## config.mk

```make
export PLATFORM = sky130hd
export DESIGN_NAME = riscv_lsu
export DESIGN_NICKNAME = d
export VERILOG_FILES = /design/src/rtl/riscv_pkg.sv /design/src/rtl/riscv_lsu_align.sv /design/src/rtl/riscv_lsu.sv
export SDC_FILE = /design/constraint.sdc
export NUM_CORES = 1
export LEC_CHECK = 0
export CORE_MARGIN = 2
export CORE_UTILIZATION = 30
export DETAILED_ROUTE_END_ITERATION = 16
export DONT_BUFFER_PORTS = 1
export MAX_ROUTING_LAYER = met4
export PLACE_DENSITY = 0.48
export REMOVE_ABC_BUFFERS = 1
export SLEW_MARGIN = 20
export SYNTH_ARGS = -nofsm -noshare
export SYNTH_HDL_FRONTEND = slang
export SYNTH_SLANG_ARGS = --single-unit
```

## constraint.sdc

```tcl
create_clock -name clk -period 7.1 [get_ports clk]
set_input_delay 0.71 -clock clk [delete_from_list [all_inputs] [get_ports clk]]
set_output_delay 0.71 -clock clk [all_outputs]
set_load 0.005 [all_outputs]
```

## src/rtl/riscv_pkg.sv

```systemverilog
// Shared types for the RV64I load/store path: FSM states, funct3 encodings, alignment check.
package riscv_pkg;

   typedef enum logic [1:0] {
      IDLE = 2'd0,
      REQ  = 2'd1,
      WAIT = 2'd2,
      RESP = 2'd3
   } lsu_state_e;

   localparam logic [2:0] F3_LB  = 3'b000;
   localparam logic [2:0] F3_LH  = 3'b001;
   localparam logic [2:0] F3_LW  = 3'b010;
   localparam logic [2:0] F3_LD  = 3'b011;
   localparam logic [2:0] F3_LBU = 3'b100;
   localparam logic [2:0] F3_LHU = 3'b101;
   localparam logic [2:0] F3_LWU = 3'b110;
   localparam logic [2:0] F3_SB  = 3'b000;
   localparam logic [2:0] F3_SH  = 3'b001;
   localparam logic [2:0] F3_SW  = 3'b010;
   localparam logic [2:0] F3_SD  = 3'b011;

   // True when the access must be rejected: bad alignment for its size or an unused funct3.
   function automatic logic misalign(input logic we, input logic [2:0] funct3,
                                     input logic [2:0] byte_off);
      logic bad;
      bad = 1'b0;
      if (we && funct3[2]) begin
         bad = 1'b1;
      end else if (!we && funct3 == 3'b111) begin
         bad = 1'b1;
      end else begin
         case (funct3[1:0])
            2'b01:   bad = byte_off[0];
            2'b10:   bad = |byte_off[1:0];
            2'b11:   bad = |byte_off;
            default: bad = 1'b0;
         endcase
      end
      return bad;
   endfunction

endpackage

```

## src/rtl/riscv_lsu_align.sv

```systemverilog
// Lane steering for a doubleword memory: byte enables, store shift, load extract/extend.
// Latency: combinational. Backpressure: none, pure datapath.
// Flow: owned entirely by the enclosing FSM.
import riscv_pkg::*;

module riscv_lsu_align #(
   parameter int DATA_WIDTH = 64
) (
   input  logic [2:0]            funct3,
   input  logic [2:0]            byte_off,
   input  logic [DATA_WIDTH-1:0] st_data,
   input  logic [DATA_WIDTH-1:0] ld_word,
   output logic [7:0]            be,
   output logic [DATA_WIDTH-1:0] st_lane,
   output logic [DATA_WIDTH-1:0] ld_data
);

   logic [5:0]            bit_off;
   logic [DATA_WIDTH-1:0] lane;

   assign bit_off = {byte_off, 3'b000};
   assign st_lane = st_data << bit_off;
   assign lane    = ld_word >> bit_off;

   always_comb begin
      be      = 8'h00;
      ld_data = '0;
      case (funct3[1:0])
         2'b00:   be = 8'h01 << byte_off;
         2'b01:   be = 8'h03 << byte_off;
         2'b10:   be = 8'h0F << byte_off;
         default: be = 8'hFF;
      endcase
      case (funct3)
         F3_LB:   ld_data = {{(DATA_WIDTH-8){lane[7]}}, lane[7:0]};
         F3_LH:   ld_data = {{(DATA_WIDTH-16){lane[15]}}, lane[15:0]};
         F3_LW:   ld_data = {{(DATA_WIDTH-32){lane[31]}}, lane[31:0]};
         F3_LD:   ld_data = lane;
         F3_LBU:  ld_data = {{(DATA_WIDTH-8){1'b0}}, lane[7:0]};
         F3_LHU:  ld_data = {{(DATA_WIDTH-16){1'b0}}, lane[15:0]};
         F3_LWU:  ld_data = {{(DATA_WIDTH-32){1'b0}}, lane[31:0]};
         default: ld_data = '0;
      endcase
   end

endmodule

```

## src/rtl/riscv_lsu.sv

```systemverilog
// RV64I load/store unit; optional watchdog via RISCV_LSU_TIMEOUT_EN.
// Latency: store 2 cycles, load 3 cycles with zero-wait memory, reject 1 cycle.
// Backpressure: one op in flight; req_ready low and stall high until the response cycle.
import riscv_pkg::*;

module riscv_lsu #(
   parameter int DATA_WIDTH      = 64,
   parameter int DMEM_ADDR_WIDTH = 14,
   parameter int TIMEOUT_CYCLES  = 255
) (
   input  logic                       clk,
   input  logic                       rst_n,
   input  logic                       req_valid,
   output logic                       req_ready,
   input  logic                       req_we,
   input  logic [2:0]                 req_funct3,
   input  logic [DATA_WIDTH-1:0]      req_addr,
   input  logic [DATA_WIDTH-1:0]      req_wdata,
   output logic                       rsp_valid,
   output logic [DATA_WIDTH-1:0]      rsp_rdata,
   output logic                       rsp_misalign,
   output logic                       rsp_err,
   output logic                       stall,
   output logic                       mem_cs,
   output logic                       mem_we,
   output logic [DMEM_ADDR_WIDTH-1:0] mem_addr,
   output logic [7:0]                 mem_be,
   output logic [DATA_WIDTH-1:0]      mem_wdata,
   input  logic                       mem_gnt,
   input  logic                       mem_rvalid,
   input  logic [DATA_WIDTH-1:0]      mem_rdata
);

   lsu_state_e            state;
   logic                  lat_we;
   logic [2:0]            lat_funct3;
   logic [2:0]            lat_off;
   logic [2:0]            al_funct3;
   logic [2:0]            al_off;
   logic [7:0]            al_be;
   logic [DATA_WIDTH-1:0] al_st;
   logic [DATA_WIDTH-1:0] al_ld;

`ifdef RISCV_LSU_TIMEOUT_EN
   localparam int TO_W = $clog2(TIMEOUT_CYCLES + 1);
   localparam logic [TO_W-1:0] TO_LAST = TO_W'(TIMEOUT_CYCLES - 1);
   logic [TO_W-1:0] to_cnt;
`endif

   // In IDLE the aligner sees the incoming request so lane outputs can be registered at accept.
   assign al_funct3 = (state == IDLE) ? req_funct3    : lat_funct3;
   assign al_off    = (state == IDLE) ? req_addr[2:0] : lat_off;

   riscv_lsu_align #(.DATA_WIDTH(DATA_WIDTH)) u_align (
      .funct3   (al_funct3),
      .byte_off (al_off),
      .st_data  (req_wdata),
      .ld_word  (mem_rdata),
      .be       (al_be),
      .st_lane  (al_st),
      .ld_data  (al_ld)
   );

   assign stall = ((state == IDLE) & req_valid) | (state == REQ) | (state == WAIT);

   always_ff @(posedge clk) begin
      if (!rst_n) begin
         state        <= IDLE;
         req_ready    <= 1'b1;
         rsp_valid    <= 1'b0;
         rsp_rdata    <= '0;
         rsp_misalign <= 1'b0;
         rsp_err      <= 1'b0;
         mem_cs       <= 1'b0;
         mem_we       <= 1'b0;
         mem_addr     <= '0;
         mem_be       <= '0;
         mem_wdata    <= '0;
         lat_we       <= 1'b0;
         lat_funct3   <= '0;
         lat_off      <= '0;
`ifdef RISCV_LSU_TIMEOUT_EN
         to_cnt       <= '0;
`endif
      end else begin
         rsp_valid    <= 1'b0;
         rsp_misalign <= 1'b0;
         rsp_err      <= 1'b0;
         case (state)
            IDLE: if (req_valid) begin
               lat_we     <= req_we;
               lat_funct3 <= req_funct3;
               lat_off    <= req_addr[2:0];
               req_ready  <= 1'b0;
               if (misalign(req_we, req_funct3, req_addr[2:0])) begin
                  state        <= RESP;
                  rsp_valid    <= 1'b1;
                  rsp_misalign <= 1'b1;
                  rsp_rdata    <= '0;
               end else begin
                  state     <= REQ;
                  mem_cs    <= 1'b1;
                  mem_we    <= req_we;
                  mem_addr  <= req_addr[DMEM_ADDR_WIDTH+2:3];
                  mem_be    <= al_be;
                  mem_wdata <= al_st;
`ifdef RISCV_LSU_TIMEOUT_EN
                  to_cnt    <= '0;
`endif
               end
            end
            REQ: begin
               if (mem_gnt) begin
                  mem_cs <= 1'b0;
                  mem_we <= 1'b0;
                  if (lat_we) begin
                     state     <= RESP;
                     rsp_valid <= 1'b1;
                     rsp_rdata <= '0;
                  end else begin
                     state <= WAIT;
`ifdef RISCV_LSU_TIMEOUT_EN
                     to_cnt <= '0;
`endif
                  end
               end
`ifdef RISCV_LSU_TIMEOUT_EN
               else if (to_cnt == TO_LAST) begin
                  state     <= RESP;
                  rsp_valid <= 1'b1;
                  rsp_err   <= 1'b1;
                  rsp_rdata <= '0;
                  mem_cs    <= 1'b0;
                  mem_we    <= 1'b0;
               end else begin
                  to_cnt <= to_cnt + TO_W'(1);
               end
`endif
            end
            WAIT: begin
               if (mem_rvalid) begin
                  state     <= RESP;
                  rsp_valid <= 1'b1;
                  rsp_rdata <= al_ld;
               end
`ifdef RISCV_LSU_TIMEOUT_EN
               else if (to_cnt == TO_LAST) begin
                  state     <= RESP;
                  rsp_valid <= 1'b1;
                  rsp_err   <= 1'b1;
                  rsp_rdata <= '0;
               end else begin
                  to_cnt <= to_cnt + TO_W'(1);
               end
`endif
            end
            RESP: begin
               state     <= IDLE;
               req_ready <= 1'b1;
            end
            default: state <= IDLE;
         endcase
      end
   end

endmodule

```

# Word level (Yosys, flattened, before mapping)
# Cells that the tools add are included.
# op_classes
bitwise,4
n_eq_ne,21
n_mux,37
reduce_logical,18
shift,5
# op_table
cell,n
$pmux W64 S7,1
$mux W64,5
$pmux W64 S3,1
$shl A64 B6 Y64,1
$shr A64 B6 Y64,1
$pmux W8 S3,1
$mux W1,17
$eq A3 B3 Y1 const B,4
$eq A2 B2 Y1 const B,5
$ne A2 B2 Y1 const B,5
$mux W2,4
$pmux W2 S4,1
$shl A1 B3 Y8 const A,1
$shl A2 B3 Y8 const A,1
$shl A4 B3 Y8 const A,1
$eq A2 B1 Y1 const B,3
$eq A3 B2 Y1 const B,2
$mux W3,2
$pmux W1 S2,3
$pmux W1 S3,2
$reduce_and A2 Y1,3
$reduce_and A3 Y1,2
$reduce_and A6 Y1,1
$logic_not A2 Y1,2
13 further kinds,16
# word_totals
out_inout_bits,157
register_bits,164
input_bits,201

# Longest topological paths before layout
# logic_depth
ltp_word,10
ltp_mapped,15
depth_no_buf,10

# Cells and area by module
# A second synthesis with hierarchy kept.
# hier_totals
hier_cells,1327
area_unflattened_um2,11098.1
# modules_own_cells
module,area_each_um2,instances,cells_per_inst
riscv_lsu,6914.1,1,770
riscv_lsu_align,4184.0,1,557

# Least setup slack after synthesis
# OpenSTA, ideal clock, no wires.
# synth_timing
kind,flip-flop to flip-flop
from,register state[0]
to,register rsp_rdata[32]
arrival_time_ns,2.957
setup_slack_ns,3.991
required_ns,6.948
path_stages_with_launch,13
path_buffers,4
path_cell_list,dfxtp_1 inv_1 ha_1 buf_6 buf_6 clkbuf_1 mux2_2 ha_1 a211oi_1 a21boi_1 nand2b_1 clkbuf_1 a221oi_2
# synth_via
elab_chain_cells,6
elab_cells_between_ends,23
cone_classes,eq/ne: 13; shift: 1; mux: 5; reduce/logical: 4
# synth_rtl
item,line_no,text
"start, declared",riscv_lsu.sv:34,lsu_state_e state;
"start signal, assigned",riscv_lsu.sv:68,state <= IDLE;
"start signal, assigned",riscv_lsu.sv:96,state <= RESP;
"start signal, assigned",riscv_lsu.sv:101,state <= REQ;
$logic_not A2 Y1,"riscv_lsu.sv:51, riscv_lsu.sv:52, riscv_lsu.sv:89",
$mux W3 (on tied branches),"riscv_lsu.sv:52, riscv_lsu.sv:51",
$shr A64 B6 Y64 (tied with other cells),riscv_lsu_align.sv:23,assign lane = ld_word >> bit_off;
$pmux W64 S7,riscv_lsu_align.sv:34,case (funct3)
$mux W64,riscv_lsu.sv:141,if (mem_rvalid) begin
$pmux W64 S3,riscv_lsu.sv:89,case (state)
"end signal, assigned",riscv_lsu.sv:144,rsp_rdata <= al_ld;
"end, declared",riscv_lsu.sv:20,"output logic [DATA_WIDTH-1:0] rsp_rdata,"
# Several ways; a longest one is shown, not always the timed one. The select of a mux whose other input is x is not followed.
# A chain may end at the register's enable or synchronous reset.

# Worst setup path after layout
# layout_timing
from,register state[0]
to,register rsp_rdata[57]
# The elaborated chain is that of the path after synthesis.

==> impl_metrics.json <==
{
  "synth.ff_latch_count": 164,
  "via_count_of_the_first_global_routing_pass": 9233,
  "grt_remaining_overflow": 0,
  "timing.final.max_slew_violations": 0,
  "detailed_route_wire_length_per_cell_microns": 24.84,
  "tritoncts.num_buffers": 17,
  "worstPathRequired_ps": 7390,
  "number_of_remaining_drc_errors": 0,
  "std_cell_rows": 65,
  "worstSetupEndpointType": "register",
  "tritoncts": "yes",
  "max-cap-violations": 0,
  "hp-class": "primary input to register",
  "timing.final.crit_share": 0.5466,
  "buffer_count_from_post_cts_setup_fixing": 0,
  "timing.final.setup_violations": 0,
  "final_common_cell": "sky130_fd_sc_hd__nand2_1",
  "numPlacedInstances": 1531,
  "design.die.area_sq_um": 33800,
  "clock-root-buffer": "sky130_fd_sc_hd__clkbuf_16",
  "synth_edf_count": 0,
  "htree_levels": 4,
  "arrival_ps": 4170,
  "detailedRoute.firstPassIterationCount": 5,
  "finalCoreUtilization": 0.3279,
  "startpoint_type": "register",
  "final_antenna_net_count": 0,
  "finalHoldViolCount": 0,
  "setup_tns_ps": 0,
  "crit_path_end": "rsp_rdata[57]",
  "clkSinkCount": 164,
  "layout-drive-gt1-share": 0.09819,
  "post_drt_via_cell_ratio": 5.894,
  "worst_setup_hold_path_clk_slew_ps": 70,
  "port_buffers": 0,
  "via_count": 9212,
  "coreArea_sq_um": 31720,
  "clockBufferDepth": 2,
  "period_minus_slack_ps": 3881,
  "first_element_of_the_critical_path": "state[0]",
  "postSynthCellCount": 1220,
  "pin_count": 358,
  "r2r_end": "rsp_rdata[57]",
  "initial_utilization": 0.3059,
  "grt_setup_unrepaired": "false",
  "drt-total-wl_mm": 38.83,
  "post_layout_nonfiller_instances": 1563,
  "grt_first_pass_wirelength_mm": 57.12,
  "n_antenna_cell": 0,
  "worstPathMaxFanout": 30,
  "max_slew.worst_pin.slew_ps": 1187,
  "nNetsFinal": 1357,
  "worstReg2RegStart": "state[0]",
  "asyncSetResetFlopFracSynth": 0,
  "fin_skew_ps": 9.337,
  "synth.yosys.seq_area_share": 0.3384,
  "maxClockFrequency_mhz": 257.7,
  "place_hpwl_mm": 25.85,
  "cellPowerDensity_nw_per_um2": 381.8,
  "initialDrtViolationCount": 523,
  "reg2reg_depth": 9,
  "total_routing_usage_reported_by_global_routing": 0.2328,
  "gpl.final_weighted_congestion": 0.7996,
  "synthesis.area_per_instance_sq_um": 7.953,
  "grt_antenna_before_repair": 0,
  "reg2reg_slack_ps": 3220,
  "layout-area-overhead-vs-synth_pct": 7.183,
  "min-delay-start": "rst_n",
  "synth.distinct_cells": 69,
  "max-slew-margin-rel": 0.2073,
  "insertion_delay_ps": 450,
  "critPathKind": "register to register",
  "vdd_ir_drop_max_mv": 0.1873,
  "hold_fix_buffers_cts": 0,
  "die-height_microns": 183.8,
  "n_fill_cell": 3441,
  "post_cts_resized": 0,
  "yosysWarningCount": 0,
  "layout.cells.most_common_list": "sky130_fd_sc_hd__nand2_1, sky130_fd_sc_hd__dfxtp_1, sky130_fd_sc_hd__a21oi_1, sky130_fd_sc_hd__mux2i_1, sky130_fd_sc_hd__nor2_1",
  "worst_hold_path.num_cells": 1,
  "outcome": "completed",
  "syn-cell-area_sq_um": 9703,
  "grt_max_degree": 85,
  "die_w_microns": 183.8,
  "leakage_nw": 3.981,
  "synth_ff_type": "sky130_fd_sc_hd__dfxtp_1"
}
==> cells in the mapped netlist (18+ instances only) <==
cell / instances / area, sq um
sky130_fd_sc_hd__a21oi_1: 133 / 665.6
sky130_fd_sc_hd__a221oi_2: 23 / 345.3
sky130_fd_sc_hd__and3_1: 31 / 193.9
sky130_fd_sc_hd__buf_2: 23 / 115.1
sky130_fd_sc_hd__clkbuf_1: 64 / 240.2
sky130_fd_sc_hd__dfxtp_1: 164 / 3283
sky130_fd_sc_hd__mux2i_1: 80 / 800.8
sky130_fd_sc_hd__nand2_1: 269 / 1010
sky130_fd_sc_hd__nand3_1: 56 / 280.3
sky130_fd_sc_hd__nor2_1: 71 / 266.5
sky130_fd_sc_hd__nor3_1: 29 / 145.1
sky130_fd_sc_hd__o21ai_0: 26 / 130.1
sky130_fd_sc_hd__o22ai_1: 18 / 112.6
==> power breakdown <==
part	internal [mW]	leakage (nW)	switching [mW]	total (mW)
Clock	0.453	0.265	0.431	0.884
Sequential	1.02	1.33	0.0942	1.12
Combinational	0.636	2.39	1.33	1.97
==> worst min-delay path by stage <==
stage	endpoint
CTS	req_ready
detailed placement	lat_funct3[0]
finish	req_ready
floorplan	lat_funct3[1]
global route	req_ready
global placement	lat_funct3[1]
==> logic make-up (layout without fill, tap and decap cells) <==
kind of cell / after synthesis / after routing / synth area share
AO/OA/AOI/OAI: 350 / 350 / 0.2622
adder cells (fa/ha/maj): 8 / 8 / 0.01032
buffers and inverters: 121 / 62 / 0.06022
flip-flops: 164 / 164 / 0.3384
multiplexers: 102 / 102 / 0.1194
other: 1 / 1 / 0.0003865
AND/OR/NAND/NOR: 474 / 474 / 0.2092
==> cell type report <==
class | instances | area, sq um | share of cell area
sequential | 164 | 3283 | 0.3157
clock buffer | 19 | 432.9 | 0.04163
tap | 402 | 503.0 | 0.04836
clock inverter | 13 | 100.1 | 0.009625
timing repair buffer | 21 | 157.7 | 0.01516
inverter | 9 | 36.28 | 0.003489
multi-input combinational | 935 | 5887 | 0.5660
==> state kept, by name, indices dropped and copies added (netlist names) <==
| signal | count |
|---|---|
| req_ready | 1 |
| rsp_valid | 1 |
| rsp_rdata | 64 |
| state | 2 |
| mem_be | 8 |
| lat_off | 3 |
| mem_addr | 14 |
| mem_we | 1 |
| mem_cs | 1 |
| lat_we | 1 |
| lat_funct3 | 3 |
| mem_wdata | 64 |
| rsp_misalign | 1 |
==> through the flow <==
| stage | setup WS, ps | hold slack [ps] | cell area, sq um | power (mW) |
|---|---|---|---|---|
| 2_1_floorplan | 98.59 | 433.8 | 9153 | 2.492 |
| 3_3_place_gp | 3183 | 444.1 | 9866 | 3.099 |
| 3_5_place_dp | 3186 | 449.5 | 9867 | 3.103 |
| 4_1_cts | 3170 | 322.5 | 10400 | 4.010 |
| 5_1_grt | 3007 | 334.2 | 10400 | 4.211 |
| 6_report | 3219 | 340.9 | 10400 | 3.971 |
==> routing by layer <==
| metal | GRT usage | vias to the layer above | share of wire |
|---|---|---|---|
| met5 | - | - | 0 |
| met4 | 0.08160 | 0 | 0.021 |
| met3 | 0.09330 | 52 | 0.11 |
| met2 | 0.3663 | 395 | 0.45 |
| met1 | 0.2684 | 4471 | 0.41 |
| li1 | - | 4294 | - |
==> worst max-delay path: stages, from the launching register on <==
cell and delay (ps):
sky130_fd_sc_hd__dfxtp_1 330, sky130_fd_sc_hd__inv_1 120, sky130_fd_sc_hd__ha_1 250, sky130_fd_sc_hd__buf_4 360, sky130_fd_sc_hd__mux2_2 520, sky130_fd_sc_hd__nand2_1 670, sky130_fd_sc_hd__o22ai_1 350, sky130_fd_sc_hd__o211ai_4 330
sky130_fd_sc_hd__and2_4 550, sky130_fd_sc_hd__a41oi_1 190
Note: power is estimated with default switching activity, not from simulation.
